File: src/rtl/md_ctrl.sv
// HI/LO sequencing for the multiply/divide unit: issues multdiv starts, HI/LO writes,
// models the fixed operation latency, stalls dependent instructions and flags misuse.
module md_ctrl (
  input  logic       clk,
  input  logic       rst,
  input  logic       ex_md_en,
  input  logic [2:0] ex_op,
  input  logic       ex_flush,
  input  logic       id_md_use,
  output logic       start,
  output logic [2:0] mdctr,
  output logic       hiwrite,
  output logic       lowrite,
  output logic       busy,
  output logic       stall,
  output logic       done,
  output logic       err
);

  typedef enum logic [0:0] {StIdle, StBusy} state_e;

  localparam logic [3:0] MulCycles = 4'd5;
  localparam logic [3:0] DivCycles = 4'd10;

  localparam logic [2:0] OpMthi = 3'd4;
  localparam logic [2:0] OpMtlo = 3'd5;

  state_e     state_q, state_d;
  logic [3:0] cnt_q, cnt_d;
  logic       done_q, done_d;
  logic       err_q, err_d;
  logic       go;
  logic       violation;

  assign busy      = (state_q == StBusy);
  assign done      = done_q;
  assign err       = err_q;
  assign go        = ex_md_en & ~ex_flush & ~busy;
  // A live HI/LO instruction reaching EX while the unit is occupied means the stall failed.
  assign violation = ex_md_en & ~ex_flush & busy;

  // Combinational pipeline controls, forced low while reset is held.
  always_comb begin
    start   = 1'b0;
    hiwrite = 1'b0;
    lowrite = 1'b0;
    mdctr   = 3'd0;
    stall   = 1'b0;
    if (!rst) begin
      start   = go & ~ex_op[2];
      hiwrite = go & (ex_op == OpMthi);
      lowrite = go & (ex_op == OpMtlo);
      mdctr   = start ? {1'b0, ex_op[1:0]} : 3'd0;
      stall   = id_md_use & (busy | start);
    end
  end

  always_comb begin
    state_d = state_q;
    cnt_d   = cnt_q;
    done_d  = 1'b0;
    err_d   = err_q | violation;
    unique case (state_q)
      StIdle: begin
        cnt_d = 4'd0;
        if (start) begin
          state_d = StBusy;
          cnt_d   = ex_op[1] ? DivCycles : MulCycles;
        end
      end
      StBusy: begin
        // Treating 0 like 1 keeps the counter from ever wrapping.
        if (cnt_q <= 4'd1) begin
          state_d = StIdle;
          cnt_d   = 4'd0;
          done_d  = 1'b1;
        end else begin
          cnt_d = cnt_q - 4'd1;
        end
      end
      default: begin
        state_d = StIdle;
        cnt_d   = 4'd0;
      end
    endcase
  end

  always_ff @(posedge clk or posedge rst) begin
    if (rst) begin
      state_q <= StIdle;
      cnt_q   <= 4'd0;
      done_q  <= 1'b0;
      err_q   <= 1'b0;
    end else begin
      state_q <= state_d;
      cnt_q   <= cnt_d;
      done_q  <= done_d;
      err_q   <= err_d;
    end
  end

endmodule

File: config.mk
export PLATFORM = sky130hd
export DESIGN_NAME = md_ctrl
export DESIGN_NICKNAME = d
export VERILOG_FILES = /design/src/rtl/md_ctrl.sv
export SDC_FILE = /design/constraint.sdc
export NUM_CORES = 1
export LEC_CHECK = 0
export CAP_MARGIN = 20
export CORE_AREA = 2 2 39 41
export CTS_CLUSTER_SIZE = 25
export DETAILED_ROUTE_END_ITERATION = 12
export DIE_AREA = 0 0 41 43
export PLACE_DENSITY = 0.61
export SLEW_MARGIN = 25
export SYNTH_ARGS = -nofsm -noshare
export SYNTH_HDL_FRONTEND = slang
export SYNTH_SLANG_ARGS = --single-unit
File: constraint.sdc
create_clock -name clk -period 3.1 [get_ports clk]
set_clock_uncertainty 0.1 [all_clocks]
set_input_delay 0.31 -clock clk [delete_from_list [all_inputs] [get_ports clk]]
set_output_delay 0.31 -clock clk [all_outputs]
set_load 0.05 [all_outputs]
==> results of run 1 <==
-- power by group --
part	internal (mW)	total (mW)	switching (mW)
registers	0.0941	0.0970	0.00285
logic	0.0190	0.0431	0.0242
clock network	0.0489	0.0793	0.0304
-- layout by cell type, fill, tap and decap left out --
cell type / instances
conb_1: 1
nor4b_1: 1
nor4b_4: 1
clkbuf_1: 1
clkbuf_4: 3
o211a_1: 1
and4b_1: 2
nand2_1: 2
inv_1: 7
nor2_1: 3
o22ai_1: 2
o21ai_0: 1
o21ai_1: 1
o31ai_2: 1
nand3b_1: 1
ha_1: 2
clkdlybuf4s50_1: 16
nor3_1: 1
xnor2_1: 2
dfrtp_1: 7
nor3b_1: 1
a31o_2: 1
-- area by class of cell --
| type | count | area share, % |
|---|---|---|
| multi-input combinational | 24 | 31.9 |
| sequential | 7 | 29.2 |
| timing repair buffer | 16 | 26.7 |
| clock buffer | 4 | 4.38 |
| inverter | 7 | 4.38 |
| tap | 16 | 3.34 |
-- metrics by stage --
| step | std cells | utilization (%) | hold WS [ns] | setup slack (ns) |
|---|---|---|---|---|
| floorplan | 39 | - | 0.0215 | 1.13 |
| finish | 74 | 43.3 | 0.318 | 0.492 |
| detailed placement | 70 | 41.4 | 0.361 | 0.484 |
| CTS | 74 | 43.3 | 0.327 | 0.474 |
| global route | 74 | 43.3 | 0.361 | 0.301 |
| global placement | 70 | 41.4 | 0.347 | 0.461 |
-- worst min-delay path by stage --
| stage | cells past startpoint | to |
|---|---|---|
| after floorplan | 1 | busy |
| after global placement | 1 | err |
| after detailed placement | 1 | err |
| after CTS | 2 | err |
| after global routing | 2 | err |
| final | 2 | err |
-- cell families (layout without fill, tap and decap cells) --
kind of cell	count (synthesis)	after routing	share of synthesized area (%)
compound gates	7	7	13.4
xor+xnor	2	2	4.38
fa+ha+maj	2	2	6.25
buf+inv	8	27	8.44
flops	7	7	43.8
other cells	1	1	0.937
simple gates	12	12	22.8
-- sequential cells by signal, indices dropped and copies added (netlist names) --
signal,cells
busy,1
cnt_q,4
done,1
err,1
-- routing by layer --
layer	up-vias	track usage, %
met2	9	17.2
met4	0	0
met3	0	7.85
li1	169	-
met1	165	14.6
met5	-	0
-- worst reg2reg max path, cell delays in order (launching register included) --
cell     delay, ns
dfrtp_1       0.40
inv_1         0.07
ha_1          0.18
nor2_1        0.07
o31ai_2       0.37
o22ai_1       0.16
==> impl_metrics.json, run 1 <==
{
  "cap_viol_max_count": 0,
  "crit_slowest_cell": "clkdlybuf4s50_1",
  "critPathTopFamily": "buffers and inverters",
  "r2r-start": "cnt_q[0]",
  "wl_met2_um": 398,
  "synthTopCellsByCount": "dfrtp_1 (7), inv_1 (7), nor2_1 (3)",
  "synth_edf_count": 0,
  "start_util_pct": 28.9,
  "worst-path-buf-inv": 2,
  "synth_area_leaders": "dfrtp_1 (44%), inv_1 (6.6%), ha_1 (6.3%)",
  "place.detailed.hpwl_um": 692,
  "syn_inst": 39,
  "io_pins": 18,
  "yosysTopAreaCell": "dfrtp_1",
  "yosysTopAreaCellShare_pct": 43.8,
  "clockBufferDepth": 2,
  "cts_htree_levels": 1,
  "die-area_mm2": 0.00176,
  "io_buffers": 16,
  "die_y_um": 43,
  "powerDensity_mw_per_mm2": 366,
  "rr_worst_depth": 5,
  "yosys_register_bits": 7,
  "cp-startpoint": "ex_md_en",
  "hold_buffers": 0,
  "antenna_found_initial": 0,
  "slew_violations": 0,
  "cts_resized": 0,
  "r2r_slack_ns": 1.62,
  "clkLatencyLatePin_ns": 0.25,
  "total_power_uw": 219,
  "required_ns": 2.69,
  "grt_pass1_vias": 310,
  "setup_violations": 0,
  "syn_avg_cell_area_um2": 10.3,
  "m1WireLength_um": 361,
  "clock-sinks": 7,
  "start_kind": "input pin",
  "worstSetupEndpoint": "mdctr[0]",
  "cts.root.buffer_cell": "clkbuf_4",
  "vias_per_cell": 4.64,
  "cts_tree": "built",
  "yosysWarningCount": 0,
  "cts_buffers": 3,
  "grt_util_all_layers_pct": 11.6,
  "postRouteWirelength_um": 817,
  "path_clk_slew_ns": 0.05,
  "gp_congestion": 0.681,
  "cp_slowest_stage_delay_ns": 0.81,
  "crit_path_end_kind": "primary output",
  "path_max_fanout": 5,
  "syn_to_final_growth_pct": 49.7,
  "place_area_um2": 573,
  "final_antenna_net_count": 0,
  "period_needed_ns": 2.61,
  "run_status": "completed",
  "grt_overflow": 0,
  "rows": 14,
  "relSlewSlack_pct": 66.2,
  "fmaxAchievable_mhz": 383,
  "critical_path_depth": 5,
  "grt_pass1_wl_um": 1340,
  "drtIter0Drc": 4,
  "vias": 343,
  "cts_setup_buffers": 0,
  "regArea_um2": 175,
  "wl_per_cell_um": 11.0,
  "p_leak_nw": 0.290,
  "cp_common_cell": "clkdlybuf4s50_1",
  "firstDrtPassIters": 2,
  "synth_fp_nets": 49,
  "cp_cell_sequence": "clkdlybuf4s50_1 > nor3b_1 > nand2_1 > nor2_1 > clkdlybuf4s50_1",
  "hold_viol": 0,
  "ys_types": 20,
  "syn_area_um2": 400,
  "final_layout_size_suffix_gt1_share_pct": 10.3,
  "antennaDiodeCount": 0,
  "fin_area_um2": 599,
  "nNetsFinal": 69,
  "r2r-end": "cnt_q[0]",
  "finalSetupTns_ns": 0,
  "rsz0062_at_grt": "false",
  "critical_path_class": "input pin to primary output",
  "drc_errors": 0,
  "core_mm2": 0.00138,
  "synthArstFlopShare_pct": 100,
  "period_share_pct": 84.1,
  "die_x_um": 41,
  "nFillCells": 132,
  "dr_wl_met3_um": 57,
  "synth_ff_type": "dfrtp_1",
  "peakVddDrop_mv": 0.293,
  "arrival_ns": 2.20,
  "hp-class": "input pin to asynchronous set/reset pin",
  "routed.top_layer": "met3",
  "multi_input_area_um2": 191,
  "worst_slew_pin_slew_ns": 0.505,
  "grt_max_degree": 9,
  "synth.yosys.seq_area_share_pct": 43.8
}
No activity file was read; power rests on OpenSTA's default activity.
==> run 2: changes to the inputs <==
Settings changed: PLACE_DENSITY 0.61 to 0.63.
Clock period 3.1 ns to 2.2 ns, I/O delays scaled along.
==> run 2 against run 1 <==
Hold slack worse by 0.033 ns. Sequential share of layout area fell by 3.0 points. Largest cell class is now buffers. Global-route usage increased by 1.9 points. Via count grew 1.2%. Clock power increased by 46%. Final area grew 11%. Flip-flop and latch count did not move. Highest routed layer is now met4. Power is 46% higher. Routed wire length up 12%. Sequential power increased by 41%. Setup slack lost 0.22 ns. Combinational power is 56% higher.
==> impl_metrics.json, run 2 (synthesis gave the netlist of run 1 again) <==
{
  "place_ws_ns": 0.297,
  "clkLatencyLatePin_ns": 0.25,
  "cts_resized": 0,
  "peakVddDrop_mv": 0.270,
  "cp_slowest_stage_delay_ns": 0.86,
  "r2r_slack_ns": 0.73,
  "final_antenna_net_count": 0,
  "cp_cell_sequence": "clkdlybuf4s50_1",
  "clock-sinks": 7,
  "rows": 14,
  "seqPwrFrac_pct": 42.7,
  "cap_viol_max_count": 0,
  "nNetsFinal": 70,
  "final_layout_size_suffix_gt1_share_pct": 22.0,
  "antennaDiodeCount": 0,
  "path_clk_slew_ns": 0.05,
  "vias_per_cell": 4.63,
  "worst_slack_ns": 0.268,
  "layout_common_cells": "clkdlybuf4s50_1 (10), inv_1 (7), dfrtp_1 (7), buf_12 (6)",
  "finalSetupTns_ns": 0,
  "vias": 347,
  "hold_viol": 0,
  "pwr-share-clk_pct": 36.2,
  "mostFrequentLayoutCell": "clkdlybuf4s50_1",
  "p_int_uw": 233,
  "power_frac_comb_pct": 21.1,
  "slew_violations": 0,
  "die_x_um": 41,
  "clockBufferDepth": 2,
  "crit_path_end_kind": "primary output",
  "firstDrtPassIters": 2,
  "required_ns": 1.88,
  "cts.root.buffer_cell": "clkbuf_4",
  "place.detailed.hpwl_um": 750,
  "regMostFlops": "cnt_q",
  "drc_errors": 0,
  "largest_reg_flops": 4,
  "hp-class": "input pin to asynchronous set/reset pin",
  "run_status": "completed",
  "die-area_mm2": 0.00176,
  "gp_congestion": 0.700,
  "io_buffers": 16,
  "fmaxAchievable_mhz": 517,
  "start_kind": "register",
  "p_leak_nw": 0.324,
  "rr_worst_depth": 5,
  "powerDensity_mw_per_mm2": 480,
  "arrival_ns": 1.61,
  "postRouteWirelength_um": 913,
  "cts_buffers": 3,
  "total_power_uw": 320,
  "setup_violations": 0,
  "p_sw_share_pct": 27.0,
  "period_needed_ns": 1.93,
  "grt_max_degree": 8,
  "grt_util_all_layers_pct": 13.4,
  "r2r-start": "cnt_q[0]",
  "cts_setup_buffers": 0,
  "rsz0062_at_grt": "false",
  "r2r-end": "cnt_q[0]",
  "start_util_pct": 28.9,
  "core_mm2": 0.00138,
  "wl_per_cell_um": 12.2,
  "switchingPower_uw": 86.4,
  "syn_to_final_growth_pct": 66.6,
  "critical_path_class": "register to primary output",
  "critPathTopFamily": "buffers and inverters",
  "path_max_fanout": 7,
  "die_y_um": 43,
  "period_share_pct": 87.8,
  "worst-path-buf-inv": 1,
  "io_pins": 18,
  "antenna_found_initial": 0,
  "grt_pass1_wl_um": 1500,
  "drtIter0Drc": 5,
  "cts_tree": "built",
  "hold_buffers": 0,
  "crit_slowest_cell": "clkdlybuf4s50_1",
  "grt_overflow": 0,
  "grt_pass1_vias": 347,
  "cts_htree_levels": 1,
  "cp-startpoint": "busy"
}
run 2: final cells by class:
cell class,instances,area [µm²]
clock buffers,4,26.3
fillers,142,717
inverters,7,26.3
multi-input cells,24,191
flip-flops and latches,7,175
well taps,16,20.0
repair buffers,17,228
run 2: worst max path at each step:
stage	depth (start not counted)	end
after floorplan	3	mdctr[0]
after global placement	5	mdctr[0]
after detailed placement	5	mdctr[0]
after CTS	1	busy
after global routing	1	busy
final	1	busy
run 2: metal layers:
layer / vias up / track usage [%] / part of all wire [%]
li1: 173 / - / -
met1: 164 / 15.0 / 43
met2: 6 / 20.6 / 51
met3: 4 / 6.28 / 3.6
met4: 0 / 6.00 / 1.8
met5: - / 0 / 0
run 2: power by group through the flow:
stage / clock, mW / sequential [mW] / combinational [mW]
after CTS: 0.122 / 0.136 / 0.0683
after floorplan: 0 / 0.144 / 0.0301
after global routing: 0.129 / 0.137 / 0.0728
after global placement: 0 / 0.139 / 0.0672
after detailed placement: 0 / 0.139 / 0.0680
final: 0.116 / 0.137 / 0.0674
run 2: through the flow:
stage	instances	util (%)	area [µm²]	hold slack (ns)
5_1_grt	75	48.2	667	0.339
3_5_place_dp	71	46.3	641	0.356
6_report	75	48.2	667	0.285
4_1_cts	75	48.2	667	0.282
3_3_place_gp	71	46.3	641	0.366
2_1_floorplan	39	-	400	-0.0685
==> run 3: changes to the inputs <==
Settings changed: MAX_ROUTING_LAYER from default to met4.
==> results of run 3 <==
No change in the layout: final DEF, timing and power equal those of run 2.
Main changes from that run: final weighted congestion in routability-driven placement 0.700 -> 0.708; overall routing resource usage 13.4% -> 13.7%
